`config.mk`:
```
export PLATFORM = sky130hd
export DESIGN_NAME = gray_conv_arbiter
export DESIGN_NICKNAME = d
export VERILOG_FILES = /design/src/rtl/gray_conv_arbiter.sv
export SDC_FILE = /design/constraint.sdc
export NUM_CORES = 1
export LEC_CHECK = 0
export BUFFER_PORTS_ARGS = -buffer_cell sky130_fd_sc_hd__buf_4
export CORE_MARGIN = 8
export CORE_UTILIZATION = 48
export CTS_CLUSTER_SIZE = 16
export DETAILED_ROUTE_END_ITERATION = 6
export GPL_ROUTABILITY_DRIVEN = 0
export GPL_TIMING_DRIVEN = 0
export PLACE_DENSITY = 0.89
export SLEW_MARGIN = 20
export SYNTH_ARGS = -nofsm -noshare
export SYNTH_HDL_FRONTEND = slang
export SYNTH_SLANG_ARGS = --single-unit
```
`constraint.sdc`:
```
create_clock -name clk -period 3.42 [get_ports clk]
set_clock_uncertainty 0.15 [all_clocks]
set_input_delay 0.684 -clock clk [delete_from_list [all_inputs] [get_ports clk]]
set_output_delay 0.684 -clock clk [all_outputs]
set_load 0.01 [all_outputs]
```
`src/rtl/gray_conv_arbiter.sv`:
```
// gray_conv_arbiter
//   Two requesters share one binary-to-Gray conversion stage. Each cycle an
//   arbiter grants at most one valid requester. The winner's word is converted
//   to Gray code (g = b ^ (b >> 1)) and captured in a single registered output
//   stage. That stage holds the result and the winner's ID until the consumer
//   accepts it.
//
//   Optional feature macro: ROUND_ROBIN_EN
//     defined   - a tie alternates between requesters (round robin)
//     undefined - a tie always goes to requester 0 (fixed priority)
//
// Ports
//   clk          clock, rising edge
//   rst_n        synchronous reset, active low
//   req0_valid   requester 0 offers req0_bin
//   req0_bin     requester 0 binary word [WIDTH]
//   req0_ready   requester 0 word accepted this cycle
//   req1_valid   requester 1 offers req1_bin
//   req1_bin     requester 1 binary word [WIDTH]
//   req1_ready   requester 1 word accepted this cycle
//   out_valid    out_gray / out_id hold a result
//   out_gray     Gray-coded result [WIDTH]
//   out_id       requester that produced out_gray
//   out_ready    downstream accepts the result
//   done_cnt     completed output handshakes, wraps [CNT_W]

module gray_conv_arbiter #(
   parameter int WIDTH = 4,
   parameter int CNT_W = 8
) (
   input  logic             clk,
   input  logic             rst_n,
   input  logic             req0_valid,
   input  logic [WIDTH-1:0] req0_bin,
   output logic             req0_ready,
   input  logic             req1_valid,
   input  logic [WIDTH-1:0] req1_bin,
   output logic             req1_ready,
   output logic             out_valid,
   output logic [WIDTH-1:0] out_gray,
   output logic             out_id,
   input  logic             out_ready,
   output logic [CNT_W-1:0] done_cnt
);

   logic             r_out_valid;
   logic [WIDTH-1:0] r_out_gray;
   logic             r_out_id;
   logic [CNT_W-1:0] r_done_cnt;

   logic             w_load;
   logic             w_grant0;
   logic             w_grant1;
   logic             w_accept;
   logic             w_out_hs;
   logic [WIDTH-1:0] w_sel_bin;
   logic [WIDTH-1:0] w_gray;

   // The output stage can take a new word when it is empty or is being
   // drained in this same cycle. This gives full throughput.
   assign w_load   = ~r_out_valid | out_ready;
   assign w_out_hs = r_out_valid & out_ready;

`ifdef ROUND_ROBIN_EN
   // last holds the most recently accepted requester. On a tie the other
   // requester wins. The reset value 1 makes requester 0 win the first tie.
   logic r_last;

   assign w_grant0 = req0_valid & (~req1_valid | r_last);
   assign w_grant1 = req1_valid & (~req0_valid | ~r_last);

   always_ff @(posedge clk) begin
      if (!rst_n) begin
         r_last <= 1'b1;
      end else if (w_accept) begin
         r_last <= w_grant1;
      end
   end
`else
   // Fixed priority: requester 0 always wins a tie.
   assign w_grant0 = req0_valid;
   assign w_grant1 = req1_valid & ~req0_valid;
`endif

   // The grants are mutually exclusive and each depends on its own valid,
   // so at most one ready is high, and only toward a valid requester.
   assign req0_ready = w_load & w_grant0;
   assign req1_ready = w_load & w_grant1;
   assign w_accept   = req0_ready | req1_ready;

   assign w_sel_bin  = w_grant1 ? req1_bin : req0_bin;

   // Gray conversion: the MSB passes through and each lower bit is the XOR of
   // itself and its upper neighbour.
   assign w_gray[WIDTH-1] = w_sel_bin[WIDTH-1];
   generate
      for (genvar gi = 0; gi < WIDTH - 1; gi++) begin : g_gray
         assign w_gray[gi] = w_sel_bin[gi+1] ^ w_sel_bin[gi];
      end
   endgenerate

   always_ff @(posedge clk) begin
      if (!rst_n) begin
         r_out_valid <= 1'b0;
         r_out_gray  <= '0;
         r_out_id    <= 1'b0;
         r_done_cnt  <= '0;
      end else begin
         if (w_out_hs) begin
            r_done_cnt <= r_done_cnt + {{(CNT_W-1){1'b0}}, 1'b1};
         end
         // A new accept overrides the drain, so a simultaneous handshake and
         // accept keeps out_valid high with the fresh result.
         if (w_accept) begin
            r_out_valid <= 1'b1;
            r_out_gray  <= w_gray;
            r_out_id    <= w_grant1;
         end else if (w_out_hs) begin
            r_out_valid <= 1'b0;
         end
      end
   end

   assign out_valid = r_out_valid;
   assign out_gray  = r_out_gray;
   assign out_id    = r_out_id;
   assign done_cnt  = r_done_cnt;

endmodule

```
# --- After elaboration in Yosys (flattened, before gate mapping) ---
# Index checks and enable logic that the tools add are counted.
totals:
  regBits: 14
  input_bits: 13
  out_inout_bits: 16
  elab_cells: 20
classes:
  addsub: 1
  mux: 3
  bitwise: 11
  reduce_logical: 1
op_table:
  columns: ["operator", "n"]
  rows:
  - ["$add 8x1->8 const B", 1]
  - ["$and 1x1->1", 4]
  - ["$mux 4", 1]
  - ["$xor 1x1->1", 3]
  - ["$mux 1", 2]
  - ["$not 1->1", 2]
  - ["$or 1x1->1", 2]
  - ["$reduce_bool 2->1", 1]

# --- Longest topological paths before layout ---
# Gate-level depths: netlist (run 1).
depth:
  depth_word: 5
  ltp_mapped: 4
  mapped_depth_nobuf: 4

# --- Worst setup path before layout (run 1) ---
# Ideal clock, no wire load.
synth_timing:
  kind: "input to output"
  startpoint: "in out_ready"
  endpoint: "out req0_ready"
  arrival_time_ns: 1.137
  setup_slack_ns: 1.449
  path_stages: 2
  path_buffers: 0
  cell_sequence: "or2b_1 > and2_1"
synth_between:
  elab_chain_len: 2
synth_lines:
  columns: ["element", "line_no", "text"]
  rows:
  - ["start, declared", "42", "input logic out_ready,"]
  - ["$or 1x1->1", "61", "assign w_load = ~r_out_valid | out_ready;"]
  - ["$and 1x1->1", "87", "assign req0_ready = w_load & w_grant0;"]
  - ["end, declared", "35", "output logic req0_ready,"]
# Every way passes these cells.

# --- Worst setup path after layout (run 1) ---
# Same ends and word-level chain as after synthesis.

==> results of run 1 <==
## placed cells by master, fill, tap and decap left out, types with 2 or more instances in the layout
cell type  Yosys  routed
buf_4          0      27
dfxtp_1       14      14
nand2_1        8       8
xor2_1         8       8
a21oi_1        7       7
nor2_1         5       5
mux2i_1        5       5
nand3_1        4       4
nand2b_1       3       3
o22ai_1        3       3
clkbuf_4       0       3
o21ai_0        2       2
o31ai_1        2       2
inv_1          2       2
## worst paths after layout
check                                                end  slack, ns                     start  cells past startpoint
worst min-delay path            out_gray[2]$_SDFFE_PN0P_       0.32  out_gray[2]$_SDFFE_PN0P_                      2
worst max-delay path                          req0_ready       1.14                 out_ready                      4
worst min register to register  out_gray[2]$_SDFFE_PN0P_       0.32  out_gray[2]$_SDFFE_PN0P_                      2
worst max register to register  done_cnt[5]$_SDFFE_PN0P_       1.95    out_valid$_SDFFE_PN0P_                      3
## layer usage
| metal | share of wire [%] | GRT usage, % | vias to the layer above |
|---|---|---|---|
| li1 | - | - | 342 |
| met1 | 43 | 13.5 | 298 |
| met2 | 48 | 21.4 | 20 |
| met3 | 8.7 | 4.68 | 0 |
| met4 | 0 | 5.04 | 0 |
| met5 | 0 | 0 | - |
## flip-flops by register name (all words and copies together), names as in the netlist
name	flops
out_id	1
out_valid	1
out_gray	4
done_cnt	8
## Yosys cell counts, drive strengths merged
| cell type | instances |
|---|---|
| a211oi | 1 |
| a21oi | 7 |
| and2 | 1 |
| and2b | 1 |
| buf | 1 |
| clkbuf | 1 |
| clkinv | 1 |
| dfxtp | 14 |
| ha | 1 |
| inv | 2 |
| mux2i | 5 |
| nand2 | 8 |
| nand2b | 3 |
| nand3 | 5 |
| nand4 | 1 |
| nor2 | 5 |
| nor3 | 1 |
| nor4 | 1 |
| o211ai | 1 |
| o21ai | 2 |
| o22ai | 3 |
| o31ai | 2 |
| or2 | 1 |
| or2b | 1 |
| or3 | 2 |
| or4 | 1 |
| xor2 | 8 |
## per-stage QoR
stage | cell area, um2 | setup WS (ns) | total power (uW) | utilization [%] | hold slack, ns
global placement | 913 | 1.16 | 242 | 69.3 | 0.306
finish | 936 | 1.14 | 329 | 71.0 | 0.319
detailed placement | 913 | 1.15 | 244 | 69.3 | 0.315
CTS | 936 | 1.15 | 332 | 71.0 | 0.321
floorplan | 692 | 1.45 | 211 | - | 0.336
global route | 936 | 1.10 | 348 | 71.0 | 0.337
## area by class of cell
class | instances | area, um2
tap | 15 | 18.8
clock buffer | 3 | 22.5
fill | 106 | 382
multi-input combinational | 61 | 392
sequential | 14 | 280
timing repair buffer | 27 | 203
buffer | 2 | 8.76
inverter | 3 | 11.3
## critical path, stage by stage
cell,delay (ns)
buf_4,0.13
or2b_1,0.29
and2_1,0.20
buf_4,0.14
## cell families (layout without fill, tap and decap cells)
family | Yosys count | count (layout) | synth area share [%]
and+or+nand+nor | 31 | 31 | 23.9
AOI/OAI and AO/OA | 16 | 16 | 13.6
DFF | 14 | 14 | 40.5
xor gates and xnor gates | 8 | 8 | 10.1
muxes | 5 | 5 | 7.23
buffers and inverters | 5 | 35 | 2.89
adders and majority gates | 1 | 1 | 1.81
## power by group
part	internal (uW)	switching, uW	total (uW)	leakage (uW)
sequential	171	5.98	177	0.000114
clock	40.7	48.0	88.7	0.0000138
combinational	33.5	30.3	63.7	0.000286
==> run summary, run 1 <==
## Timing
* **Total Negative Setup Slacks** 0 ns
* **total count of max-transition violations in the final report** 0
* **Hold Vio Cnt, Final** 0
* **measured slew at the worst slew-check pin** 0.349 ns
* **max_slew headroom** 76.7%
* **Achievable Freq** 438 MHz
* **Final Critical Period** 2.28 ns
* **RSZ-0062 raised after global routing** no
* **Setup violations, final** 0
* **final critical-path share of the clock period** 66.8%

## Detailed routing
* **average vias per placed instance** 5.28
* **Antenna Violating Nets Remaining** 0
* **routed length per instance** 13.1 um
* **DRC errors left** 0
* **number of DRC violations after detailed-routing iteration 0** 10
* **Routed WL** 1640 um
* **routed via count** 660
* **Pre-Repair DR Iteration Count** 4

## Global routing
* **initial antenna violation count** 0
* **via count of the first global-routing pass** 659
* **GRT Util Overall** 12.5%
* **global-route wire length before repair** 2810 um
* **largest net degree at the start of global routing** 10
* **GR Overflow Total** 0

## Placed design
* **input/output buffers** 27
* **number of cells after detailed placement** 122
* **detailed-placement wirelength estimate** 1350 um

## CTS
* **library cell used as clock root buffer** clkbuf_4
* **hold buffer count at cts** 0
* **clock insertion delay at the later pin of the skew report** 0.27 ns
* **register clock-pin slew on the reported worst setup and hold paths** 0.08 ns
* **number of clock sinks** 14
* **Post-CTS Repair Setup Buffers** 0
* **number of buffers on the longest clock path** 2
* **CTS tree** done
* **number of CTS-inserted buffers** 3
* **post-cts sizing count** 0
* **deepest level of the CTS H-tree** 1

## Yosys
* **top cells by area, synth** dfxtp_1 (41%), xor2_1 (10%), mux2i_1 (7.2%)
* **library cell occupying the most area in the post-synthesis netlist** dfxtp_1
* **library cells used by synthesis** 29
* **sequential area share after synthesis** 40.5%
* **syn_nets** 94
* **synthesized area divided by synthesized cell count** 8.65 um2
* **proportion of netlist area held by the largest area contributor** 40.5%
* **Mapped Area** 692 um2
* **synth warn** 0
* **Synth Register Bits** 14
* **number of cells produced by synthesis** 80

## Cells and area
* **Ant. Diodes** 0
* **share of final-layout standard cells stronger than drive strength 1** 31.8%
* **final instance count without filler cells** 125
* **signed area change from the synthesized netlist to the final layout** 35.3%
* **number of nets in the layout** 126

## Setup path
* **critical path startpoint category** input pin
* **worst-path maximum fanout** 7
* **endpoint type of the worst setup path** output pin
* **arrival time of the worst setup path** 1.45 ns
* **Worst Setup Path Type** input pin to output pin
* **data required time at the worst endpoint** 2.59 ns

## Power
* **largest vdd supply drop** 0.214 mV
* **areal power density over the cells** 352 nW/um2
* **total leakage power** 0.000414 uW

## Worst hold path
* **Hold Crit Class** flop to flop

## Die
* **die height** 54.0 um
* **Placement Rows** 13
* **horizontal die dimension** 54.0 um
* **I/O Pins** 29
* **die area** 2910 um2
* **core outline area** 1320 um2
* **effective utilization at floorplan** 52.5%

## Run status
* **outcome** complete, no violations

## Run
* **MaxCap Viol Count** 0

(Power assumes the default switching activity.)
==> run 2, diff against run 1 <==
CORE_UTILIZATION = 45   (was 48)
PLACE_DENSITY = 0.85   (was 0.89)
clock period = 2.3 ns   (was 3.42 ns; I/O delays follow)
==> run summary, run 2 (synthesis results as in run 1) <==
## CTS
* **deepest level of the CTS H-tree** 1, unchanged
* **Post-CTS Repair Setup Buffers** 0, unchanged
* **register clock-pin slew on the reported worst setup and hold paths** 0.07 ns, about the same
* **post-cts sizing count** 0, unchanged
* **number of clock sinks** 14, unchanged
* **CTS tree** done
* **number of buffers on the longest clock path** 2, unchanged
* **clock insertion delay at the later pin of the skew report** 0.27 ns, about the same
* **library cell used as clock root buffer** clkbuf_4
* **number of CTS-inserted buffers** 3, unchanged
* **hold buffer count at cts** 0, unchanged

## Cells and area
* **leading cell type in the layout, fill and taps excluded** buf_4
* **most frequent cells in the layout** buf_4 (27), dfxtp_1 (14), nand2_1 (8), xor2_1 (8), a21oi_1 (7)
* **Ant. Diodes** 0, unchanged
* **number of nets in the layout** 126, unchanged
* **final instance count without filler cells** 126, +0.80%
* **signed area change from the synthesized netlist to the final layout** 35.4%
* **share of final-layout standard cells stronger than drive strength 1** 31.8%, unchanged
* **max reg flops** 8, unchanged
* **Design Area, Final** 937 um2, +0.13%

## Die
* **core outline area** 1470 um2, +12%
* **die height** 55.2 um, +2.3%
* **I/O Pins** 29, unchanged
* **effective utilization at floorplan** 47.0%, -5.5 points
* **Placement Rows** 14, +1
* **die area** 3050 um2, +4.7%
* **horizontal die dimension** 55.2 um, +2.3%

## Timing
* **max_slew headroom** 74.0%, -2.8 points
* **Total Negative Setup Slacks** 0 ns, unchanged
* **Hold Vio Cnt, Final** 0, unchanged
* **measured slew at the worst slew-check pin** 0.387 ns, +0.0379 ns
* **final critical-path share of the clock period** 86.9%
* **total count of max-transition violations in the final report** 0, unchanged
* **Final Critical Period** 2.00 ns
* **Achievable Freq** 501 MHz
* **Setup violations, final** 0, unchanged
* **RSZ-0062 raised after global routing** no

## Setup path
* **beginning of the critical path** out_valid$_SDFFE_PN0P_
* **data required time at the worst endpoint** 1.69 ns, -0.90 ns
* **r2r endpoint** done_cnt[5]$_SDFFE_PN0P_
* **endpoint type of the worst setup path** output pin
* **depth of the most critical reg-to-reg path** 3, unchanged
* **critical path startpoint category** flop
* **arrival time of the worst setup path** 1.39 ns, -0.06 ns
* **reg-to-reg setup timing slack** 0.83 ns, -1.12 ns
* **Worst Setup Path Type** flop to output pin
* **worst-path maximum fanout** 8, +1
* **endpoint of the most critical setup path** req0_ready
* **reg2reg start** out_valid$_SDFFE_PN0P_

## Power
* **total leakage power** 0.000414 uW, unchanged
* **overall power consumption** 486 uW, +48%
* **largest vdd supply drop** 0.409 mV, +92%
* **areal power density over the cells** 519 nW/um2, +48%

## Detailed routing
* **Pre-Repair DR Iteration Count** 4, unchanged
* **DRC errors left** 0, unchanged
* **number of DRC violations after detailed-routing iteration 0** 11, +1
* **average vias per placed instance** 5.39, +2.1%
* **Routed WL** 1650 um, +0.79%
* **routed length per instance** 13.1 um, about the same
* **routed via count** 679, +2.9%
* **Antenna Violating Nets Remaining** 0, unchanged

## Global routing
* **GR Overflow Total** 0, unchanged
* **initial antenna violation count** 0, unchanged
* **GRT Util Overall** 11.0%, -1.5 points
* **global-route wire length before repair** 2950 um, +4.9%
* **largest net degree at the start of global routing** 10, unchanged
* **via count of the first global-routing pass** 729, +11%

## Placed design
* **number of cells after detailed placement** 123, +0.82%
* **input/output buffers** 27, unchanged
* **cell area after placement** 915 um2, +0.14%
* **detailed-placement wirelength estimate** 1350 um, -0.32%

## Run
* **MaxCap Viol Count** 0, unchanged

## Worst hold path
* **Hold Crit Class** input pin to flop

## Run status
* **outcome** complete, no violations

[run 2: where the power goes]
| part | switching, uW | internal, uW | leakage [uW] |
|---|---|---|---|
| registers | 9.58 | 254 | 0.000114 |
| logic | 44.0 | 49.6 | 0.000286 |
| clock network | 68.7 | 60.5 | 0.0000138 |
[run 2: worst max-delay path: stages, from the launching register on]
cell and delay (ns):
dfxtp_1 0.46, or2b_1 0.32, and2_1 0.19, buf_4 0.14
[run 2: through the flow]
stage | worst slack [ns] | utilization (%) | hold WS [ns]
after floorplan | 0.740 | - | 0.336
after global placement | 0.491 | 62.2 | 0.306
after detailed placement | 0.492 | 62.2 | 0.311
after CTS | 0.313 | 63.7 | 0.322
after global routing | 0.228 | 63.7 | 0.332
final | 0.302 | 63.7 | 0.326
[run 2: per-layer routing]
layer	vias up	wire [um]	global-route usage, %	share of wire (%)
met3	2	145	5.48	8.8
met1	310	705	11.6	43
li1	341	-	-	-
met4	0	19	4.58	1.2
met2	26	781	18.1	47
met5	-	0	0	0
[run 2: area by class of cell]
cell class                 instances  area, um2
multi-input combinational         61        392
sequential                        14        280
timing repair buffer              27        203
fill                             135        534
buffer                             2       8.76
tap                               16       20.0
inverter                           3       11.3
clock buffer                       3       22.5
[run 2: worst min path at each step]
stage	start	end	slack [ns]	cells past startpoint
6_report	req0_valid	out_valid$_SDFFE_PN0P_	0.33	3
5_1_grt	req0_valid	out_valid$_SDFFE_PN0P_	0.33	3
4_1_cts	req0_valid	out_valid$_SDFFE_PN0P_	0.32	3
3_5_place_dp	out_gray[2]$_SDFFE_PN0P_	out_gray[2]$_SDFFE_PN0P_	0.31	2
3_3_place_gp	done_cnt[7]$_SDFFE_PN0P_	done_cnt[7]$_SDFFE_PN0P_	0.31	2
2_1_floorplan	done_cnt[7]$_SDFFE_PN0P_	done_cnt[7]$_SDFFE_PN0P_	0.34	2
